==> src/rtl/hazard_pkg.sv <==
// Shared encodings and scoreboard entry type for the hazard unit and its FIFO.
package hazard_pkg;

  localparam logic [1:0] FWD_NONE = 2'b00;
  localparam logic [1:0] FWD_WB   = 2'b01;
  localparam logic [1:0] FWD_MEM  = 2'b10;

  localparam logic [2:0] RESULT_MEM_DATA = 3'b001;

  // Entry rd is sized for the largest supported register file; narrower files zero-extend.
  localparam int MAX_RW = 8;

  typedef struct packed {
    logic              valid;
    logic [MAX_RW-1:0] rd;
  } sb_entry_t;

  function automatic logic [1:0] fwd_select(input logic hit_mem, input logic hit_wb);
    fwd_select = hit_mem ? FWD_MEM : (hit_wb ? FWD_WB : FWD_NONE);
  endfunction

endpackage

==> src/rtl/hazard_sb_fifo.sv <==
// In-order circular FIFO of outstanding multicycle destinations with per-entry
// valid bits and three parallel "is this register pending" compare ports.
module hazard_sb_fifo
  import hazard_pkg::*;
#(
  parameter int SB_DEPTH = 4,
  parameter int RW       = 5
) (
  input  logic                      clk,
  input  logic                      rst_n,
  input  logic                      push,
  input  logic [RW-1:0]             push_rd,
  input  logic                      pop,
  input  logic [RW-1:0]             cmp_a,
  input  logic [RW-1:0]             cmp_b,
  input  logic [RW-1:0]             cmp_c,
  output logic                      match_a,
  output logic                      match_b,
  output logic                      match_c,
  output logic [RW-1:0]             head_rd,
  output logic [$clog2(SB_DEPTH):0] count,
  output logic                      full,
  output logic                      empty
);

  localparam int PW = $clog2(SB_DEPTH);

  sb_entry_t           entry_reg [SB_DEPTH];
  logic [PW-1:0]       wr_ptr_reg, rd_ptr_reg;
  logic [PW:0]         count_reg;
  logic                push_ok, pop_ok;
  logic [SB_DEPTH-1:0] hit_a, hit_b, hit_c;

  assign empty   = (count_reg == '0);
  assign full    = (count_reg == (PW+1)'(SB_DEPTH));
  assign pop_ok  = pop & ~empty;
  // A full FIFO still accepts a push when the head retires in the same cycle.
  assign push_ok = push & (~full | pop_ok);

  always_ff @(posedge clk or negedge rst_n) begin
    if (!rst_n) begin
      for (int i = 0; i < SB_DEPTH; i++) entry_reg[i] <= '0;
    end else begin
      for (int i = 0; i < SB_DEPTH; i++) begin
        if (push_ok && wr_ptr_reg == PW'(i))
          entry_reg[i] <= '{valid: 1'b1, rd: MAX_RW'(push_rd)};
        else if (pop_ok && rd_ptr_reg == PW'(i))
          entry_reg[i].valid <= 1'b0;
      end
    end
  end

  always_ff @(posedge clk or negedge rst_n) begin
    if (!rst_n) begin
      wr_ptr_reg <= '0;
      rd_ptr_reg <= '0;
      count_reg  <= '0;
    end else begin
      if (push_ok) wr_ptr_reg <= wr_ptr_reg + PW'(1);
      if (pop_ok)  rd_ptr_reg <= rd_ptr_reg + PW'(1);
      if (push_ok && !pop_ok)      count_reg <= count_reg + (PW+1)'(1);
      else if (pop_ok && !push_ok) count_reg <= count_reg - (PW+1)'(1);
    end
  end

  generate
    for (genvar gi = 0; gi < SB_DEPTH; gi++) begin : g_match
      assign hit_a[gi] = entry_reg[gi].valid && (entry_reg[gi].rd[RW-1:0] == cmp_a);
      assign hit_b[gi] = entry_reg[gi].valid && (entry_reg[gi].rd[RW-1:0] == cmp_b);
      assign hit_c[gi] = entry_reg[gi].valid && (entry_reg[gi].rd[RW-1:0] == cmp_c);
    end
  endgenerate

  assign match_a = |hit_a;
  assign match_b = |hit_b;
  assign match_c = |hit_c;
  assign head_rd = empty ? '0 : entry_reg[rd_ptr_reg].rd[RW-1:0];
  assign count   = count_reg;

endmodule

==> src/rtl/scoreboard_hazard_unit.sv <==
// Pipeline hazard controller: forwarding, load-use / I-miss stalls, flushes and
// a multicycle-op scoreboard that also arbitrates the shared writeback port.
module scoreboard_hazard_unit
  import hazard_pkg::*;
#(
  parameter int NUM_REGS = 32,
  parameter int SB_DEPTH = 4,
  parameter int CSR_AW   = 12,
  localparam int RW      = $clog2(NUM_REGS),
  localparam int CW      = $clog2(SB_DEPTH) + 1
) (
  input  logic              clk_i,
  input  logic              rst_n_i,
  input  logic              instr_hit_fi_i,
  input  logic [RW-1:0]     rs1_de_i,
  input  logic [RW-1:0]     rs2_de_i,
  input  logic [RW-1:0]     rd_de_i,
  input  logic              reg_write_de_i,
  input  logic              mc_issue_de_i,
  input  logic [RW-1:0]     rs1_ex_i,
  input  logic [RW-1:0]     rs2_ex_i,
  input  logic [RW-1:0]     rd_ex_i,
  input  logic [2:0]        result_src_ex_i,
  input  logic              mc_valid_ex_i,
  input  logic [1:0]        pc_src_i,
  input  logic [1:0]        pc_src_reg_i,
  input  logic              ic_repl_permit_i,
  input  logic [RW-1:0]     rd_mem_i,
  input  logic [RW-1:0]     rd_wb_i,
  input  logic              reg_write_mem_i,
  input  logic              reg_write_wb_i,
  input  logic [CSR_AW-1:0] csr_addr_ex_i,
  input  logic [CSR_AW-1:0] csr_addr_mem_i,
  input  logic [CSR_AW-1:0] csr_addr_wb_i,
  input  logic              csr_we_mem_i,
  input  logic              csr_we_wb_i,
  input  logic              mc_done_i,
  output logic              mc_ack_o,
  output logic [RW-1:0]     mc_rd_o,
  output logic [CW-1:0]     sb_count_o,
  output logic              sb_full_o,
  output logic              sb_err_o,
  output logic              stall_fi_o,
  output logic              stall_de_o,
  output logic              stall_ex_o,
  output logic              stall_mem_o,
  output logic              stall_wb_o,
  output logic              flush_de_o,
  output logic              flush_ex_o,
  output logic [1:0]        forward_a_ex_o,
  output logic [1:0]        forward_b_ex_o,
  output logic [1:0]        forward_csr_ex_o
);

  logic          miss, load_stall, mc_hazard, ex_hazard, cap_stall, de_hold;
  logic          sb_push, sb_empty, match_rs1, match_rs2, match_rd;
  logic [CW:0]   cap_sum;
  logic          err_reg;

  assign forward_a_ex_o = fwd_select(
    reg_write_mem_i && rs1_ex_i != '0 && rd_mem_i == rs1_ex_i,
    reg_write_wb_i  && rs1_ex_i != '0 && rd_wb_i  == rs1_ex_i);
  assign forward_b_ex_o = fwd_select(
    reg_write_mem_i && rs2_ex_i != '0 && rd_mem_i == rs2_ex_i,
    reg_write_wb_i  && rs2_ex_i != '0 && rd_wb_i  == rs2_ex_i);
  assign forward_csr_ex_o = fwd_select(
    csr_we_mem_i && csr_addr_mem_i == csr_addr_ex_i,
    csr_we_wb_i  && csr_addr_wb_i  == csr_addr_ex_i);

  assign load_stall = (result_src_ex_i == RESULT_MEM_DATA) &&
                      (rs1_de_i == rd_ex_i || rs2_de_i == rd_ex_i);

  // The op sitting in EX is not yet in the FIFO, so it is checked directly.
  assign ex_hazard = mc_valid_ex_i && rd_ex_i != '0 &&
                     (rd_ex_i == rs1_de_i || rd_ex_i == rs2_de_i ||
                      (reg_write_de_i && rd_ex_i == rd_de_i));
  assign mc_hazard = (rs1_de_i != '0 && match_rs1) ||
                     (rs2_de_i != '0 && match_rs2) ||
                     (reg_write_de_i && rd_de_i != '0 && match_rd) ||
                     ex_hazard;

  assign cap_sum   = (CW+1)'(sb_count_o) + (CW+1)'(mc_valid_ex_i);
  assign cap_stall = mc_issue_de_i && (cap_sum >= (CW+1)'(SB_DEPTH));
  assign de_hold   = load_stall | mc_hazard | cap_stall;
  assign miss      = ~instr_hit_fi_i;

  assign stall_de_o  = de_hold | miss;
  assign stall_fi_o  = (de_hold | miss) & ~pc_src_reg_i[1];
  assign stall_ex_o  = miss;
  assign stall_mem_o = miss;
  assign stall_wb_o  = miss;
  assign flush_de_o  = pc_src_i[1];
  assign flush_ex_o  = (pc_src_i[1] & (ic_repl_permit_i | pc_src_reg_i[1])) | de_hold;

  assign sb_push  = mc_valid_ex_i & ~stall_ex_o;
  // Ordinary writebacks own the port; multicycle results wait for a free slot.
  assign mc_ack_o = mc_done_i & ~reg_write_wb_i & ~sb_empty;

  hazard_sb_fifo #(
    .SB_DEPTH (SB_DEPTH),
    .RW       (RW)
  ) u_sb_fifo (
    .clk      (clk_i),
    .rst_n    (rst_n_i),
    .push     (sb_push),
    .push_rd  (rd_ex_i),
    .pop      (mc_ack_o),
    .cmp_a    (rs1_de_i),
    .cmp_b    (rs2_de_i),
    .cmp_c    (rd_de_i),
    .match_a  (match_rs1),
    .match_b  (match_rs2),
    .match_c  (match_rd),
    .head_rd  (mc_rd_o),
    .count    (sb_count_o),
    .full     (sb_full_o),
    .empty    (sb_empty)
  );

  always_ff @(posedge clk_i or negedge rst_n_i) begin
    if (!rst_n_i)
      err_reg <= 1'b0;
    else if ((mc_done_i && sb_empty) || (sb_push && sb_full_o && !mc_ack_o))
      err_reg <= 1'b1;
  end

  assign sb_err_o = err_reg;

endmodule

==> config.mk <==
export PLATFORM = sky130hd
export DESIGN_NAME = scoreboard_hazard_unit
export DESIGN_NICKNAME = d
export VERILOG_FILES = /design/src/rtl/hazard_pkg.sv /design/src/rtl/hazard_sb_fifo.sv /design/src/rtl/scoreboard_hazard_unit.sv
export SDC_FILE = /design/constraint.sdc
export NUM_CORES = 1
export LEC_CHECK = 0
export BUFFER_PORTS_ARGS = -buffer_cell sky130_fd_sc_hd__buf_2
export CAP_MARGIN = 20
export CORE_MARGIN = 4
export CORE_UTILIZATION = 55
export CTS_CLUSTER_DIAMETER = 40
export CTS_CLUSTER_SIZE = 16
export DETAILED_ROUTE_END_ITERATION = 8
export GPL_TIMING_DRIVEN = 0
export MAX_ROUTING_LAYER = met4
export PLACE_DENSITY_LB_ADDON = 0.12
export SYNTH_ARGS = -nofsm -noshare
export SYNTH_HDL_FRONTEND = slang
export SYNTH_HIERARCHICAL = 1
export SYNTH_SLANG_ARGS = --single-unit
==> constraint.sdc <==
create_clock -name clk_i -period 5.1 [get_ports clk_i]
set_clock_uncertainty 0.1 [all_clocks]
set_input_delay 1.02 -clock clk_i [delete_from_list [all_inputs] [get_ports clk_i]]
set_output_delay 1.02 -clock clk_i [all_outputs]
set_load 0.005 [all_outputs]
==> results.md <==
* Status: finished, final reports clean
* Worst R2R Path Depth at 11
* Worst hold-check path type: register to register
* Critical path buffer and inverter count at 2
* Comb pwr share at 51.8%
* Largest family of logic cells by synthesized area: XOR/XNOR gates
* Required time of the critical path at 3.98 ns
* Simple-Gate Fraction of Synth Area at 17.4%
* Psw at 0.720 mW
* Crit Path Category: input pin to primary output
* Initial DRC Count at 104
* CTS clk-pin slew, worst paths at 0.07 ns
* CP max FO at 6
* CTS buffer count at 5
* Pin count of the biggest net entering global routing at 33
* Post-synthesis compound-gate area fraction at 4.34%
* WL/cell at 18.0 um
* Total wire length at 9270 um
* Post-placement cell area at 3930 sq um
* Vias in the first global route at 2993
* Post-synth top area share at 24.6%
* DRT Pass-1 Iters at 4
* CP top delay family: simple AND/OR/NAND/NOR gates
* CTS tree: yes
* Clock latency on the worst-skew pair at 0.28 ns
* Setup total negative slack at 0 ns
* Measured slew at the worst slew-check pin at 0.831 ns
* Starting Density at 58.1%
* Vias at 2884
* Post-DRT Antenna Nets at 0
* Hold Path Origin: sb_err_o
* # hold bufs at CTS at 0
* Mux cell area share after synthesis at 13.0%
* Cells along the critical path: buf_2 > xor2_1 > nor4_1 > and3_1 > a31oi_1 > nand3_1 > o21ai_1 > and3_1 > and2_1 > a31oi_1 > buf_2
* Drt drc at 0
* Fmax at 0.253 GHz
* Yosys reg bits at 32
* Sequential group share of total power at 36.5%
* RSZ-0062 raised after global routing: false
* Worst Hold Endpoint: sb_err_o
* Synth Instances at 318
* Clock share of power at 11.7%
* Critical path endpoint category: primary output
* Nets at 546
* Number of flops mapped to enable cells by yosys at 0
* Post-Syn Nets at 423
* Synthesis Warnings at 6
* Row cnt at 27
* Final setup violation count at 0
* Vias/cell at 5.61
* Clock Tree Buf Depth at 2
* Synth Area in Adders at 4.07%
* Cell variety after synth at 36
* Reg2reg start: u_sb_fifo/count[1]
* Top-count cell post-synth: xor2_1
* Hold violation total from the final report at 0
* Sequential fraction of the synthesis area at 24.6%
* Die Area at 7210 sq um
* Reg2reg end: u_sb_fifo/count[2]
* # IOs at 119
* GRT Overall Usage at 26.7%
* Async SR Flop Fraction at 100%
* Initial antenna violation count at 0
* Hpwl dp at 7310 um
* Final instance area at 4020 sq um
* Max incr delay on CP at 0.29 ns
* IO buf count at 116
* Internal Pwr Total at 1.02 mW
* Syn_area_per_cell at 10.2 sq um
* Worst hold stages at 2
* Placeable Area at 5610 sq um
* Min cycle time layout at 3.95 ns
* Synth Area in XOR/XNOR at 33.4%
* Synth Flop Type: dfrtp_1
* Post-CTS Setup Repair Bufs at 0
* GRT overflow at 0
* # H-tree levels at 2
* Top cells by count, synth: 72 x xor2_1, 52 x xnor2_1, 32 x dfrtp_1, 20 x mux2_4, 16 x nand3_1
* P_leak at 1.86 nW
* Crit share post-route at 77.5%
* Inserted Diodes at 0
* Max VDD drop at 0.000300 V
* Slew headroom at 44.2%
* Sink Count at 32
* First-pass GRT wire length at 15100 um
* Max FFs per register at 24
* Die H at 84.9 um
* Synth top area cells: dfrtp_1 25%, xor2_1 19%, xnor2_1 14%
* Max-Cap Viols at 0
* Worst path slowest cell: nor4_1
* Worst EP arrival at 2.83 ns
* Layout cell share with drive strength beyond 1 at 38.9%
* Mapped Area at 3260 sq um
* Die W at 84.9 um
* Sw frac at 41.4%
* Yosys top cell by area: dfrtp_1
* # resized after CTS at 0
* Fin. max-slew vios at 0
* Final GP Congestion at 0.969
* R2r setup slk at 2.15 ns
* CTS Root Buffer Type: clkbuf_8
* Area grow syn2layout at 23.5%
* Cell Pwr Density at 433 nW/um^2
* Startpoint Class: input pin
[cells by family (layout without fill, tap and decap cells)]
kind of cell | count (synthesis) | after routing
AO/OA/AOI/OAI | 21 | 21
flip-flops | 32 | 32
XOR/XNOR | 124 | 124
AND/OR/NAND/NOR | 89 | 89
multiplexers | 26 | 26
buffers and inverters | 16 | 140
adder cells (fa/ha/maj) | 10 | 10
[metal layers]
layer | track usage, % | share of wire [%]
met1 | 32.4 | 40
met3 | 6.02 | 8.1
met4 | 9.78 | 2.8
met2 | 43.4 | 49
met5 | - | 0
[cells in the final DEF (no fill, tap or decap), drive strengths merged, types with 2 or more instances in the layout]
cell type | Yosys | layout
inv | 8 | 8
and2b | 2 | 2
xor2 | 72 | 72
nor2b | 5 | 5
ha | 9 | 9
a21o | 4 | 4
a31oi | 4 | 4
o21ai | 10 | 10
nor4 | 19 | 19
or4 | 6 | 6
mux4 | 5 | 5
and3 | 5 | 5
clkbuf | 0 | 7
nor3 | 5 | 5
nor2 | 5 | 5
nand3 | 16 | 16
and2 | 6 | 6
mux2 | 21 | 21
buf | 8 | 124
nand2 | 12 | 12
dfrtp | 32 | 32
nand4 | 7 | 7
xnor2 | 52 | 52
[worst reg2reg max path, delay by kind of cell, from the launching register on]
kind                       cells  cell delay (ns)
adders and majority gates      2             0.56
and+or+nand+nor                4             1.11
DFF                            1             0.46
buffers and inverters          3             0.34
xor gates and xnor gates       2             0.30
[power groups by stage]
stage               Combinational (mW)  Sequential [mW]  Clock (mW)
finish                           0.901            0.634       0.204
global route                     0.999            0.648       0.223
CTS                              0.902            0.623       0.209
detailed placement               0.893            0.626           0
global placement                 0.860            0.623           0
floorplan                        0.654            0.547           0
[per-stage QoR]
stage / setup slack, ns / power (mW) / hold WS [ns] / util, % / cells
2_1_floorplan: 1.77 / 1.20 / 0.367 / - / 318
3_3_place_gp: 1.26 / 1.48 / 0.364 / 70.0 / 506
3_5_place_dp: 1.22 / 1.52 / 0.385 / 70.0 / 506
4_1_cts: 1.21 / 1.73 / 0.400 / 71.7 / 514
5_1_grt: 1.01 / 1.87 / 0.430 / 71.7 / 514
6_report: 1.15 / 1.74 / 0.392 / 71.7 / 514
[final cells by class]
class,instances,area (sq um)
buffer,8,72.6
timing repair buffer,116,581
inverter,8,30.0
clock inverter,1,7.51
multi-input combinational,270,2350
tap,72,90.1
clock buffer,7,86.3
sequential,32,801
fill,431,1590
[worst max-delay path by stage]
stage,startpoint,endpoint,slack [ns],depth (start not counted)
after floorplan,rs2_de_i[3],stall_fi_o,1.77,9
after global placement,rs2_de_i[3],stall_fi_o,1.26,11
after detailed placement,rs2_de_i[3],stall_fi_o,1.22,11
after CTS,rs2_de_i[3],stall_fi_o,1.21,11
after global routing,rs2_de_i[3],stall_fi_o,1.01,11
final,rs2_de_i[3],stall_fi_o,1.15,11
(Power assumes the default switching activity.)
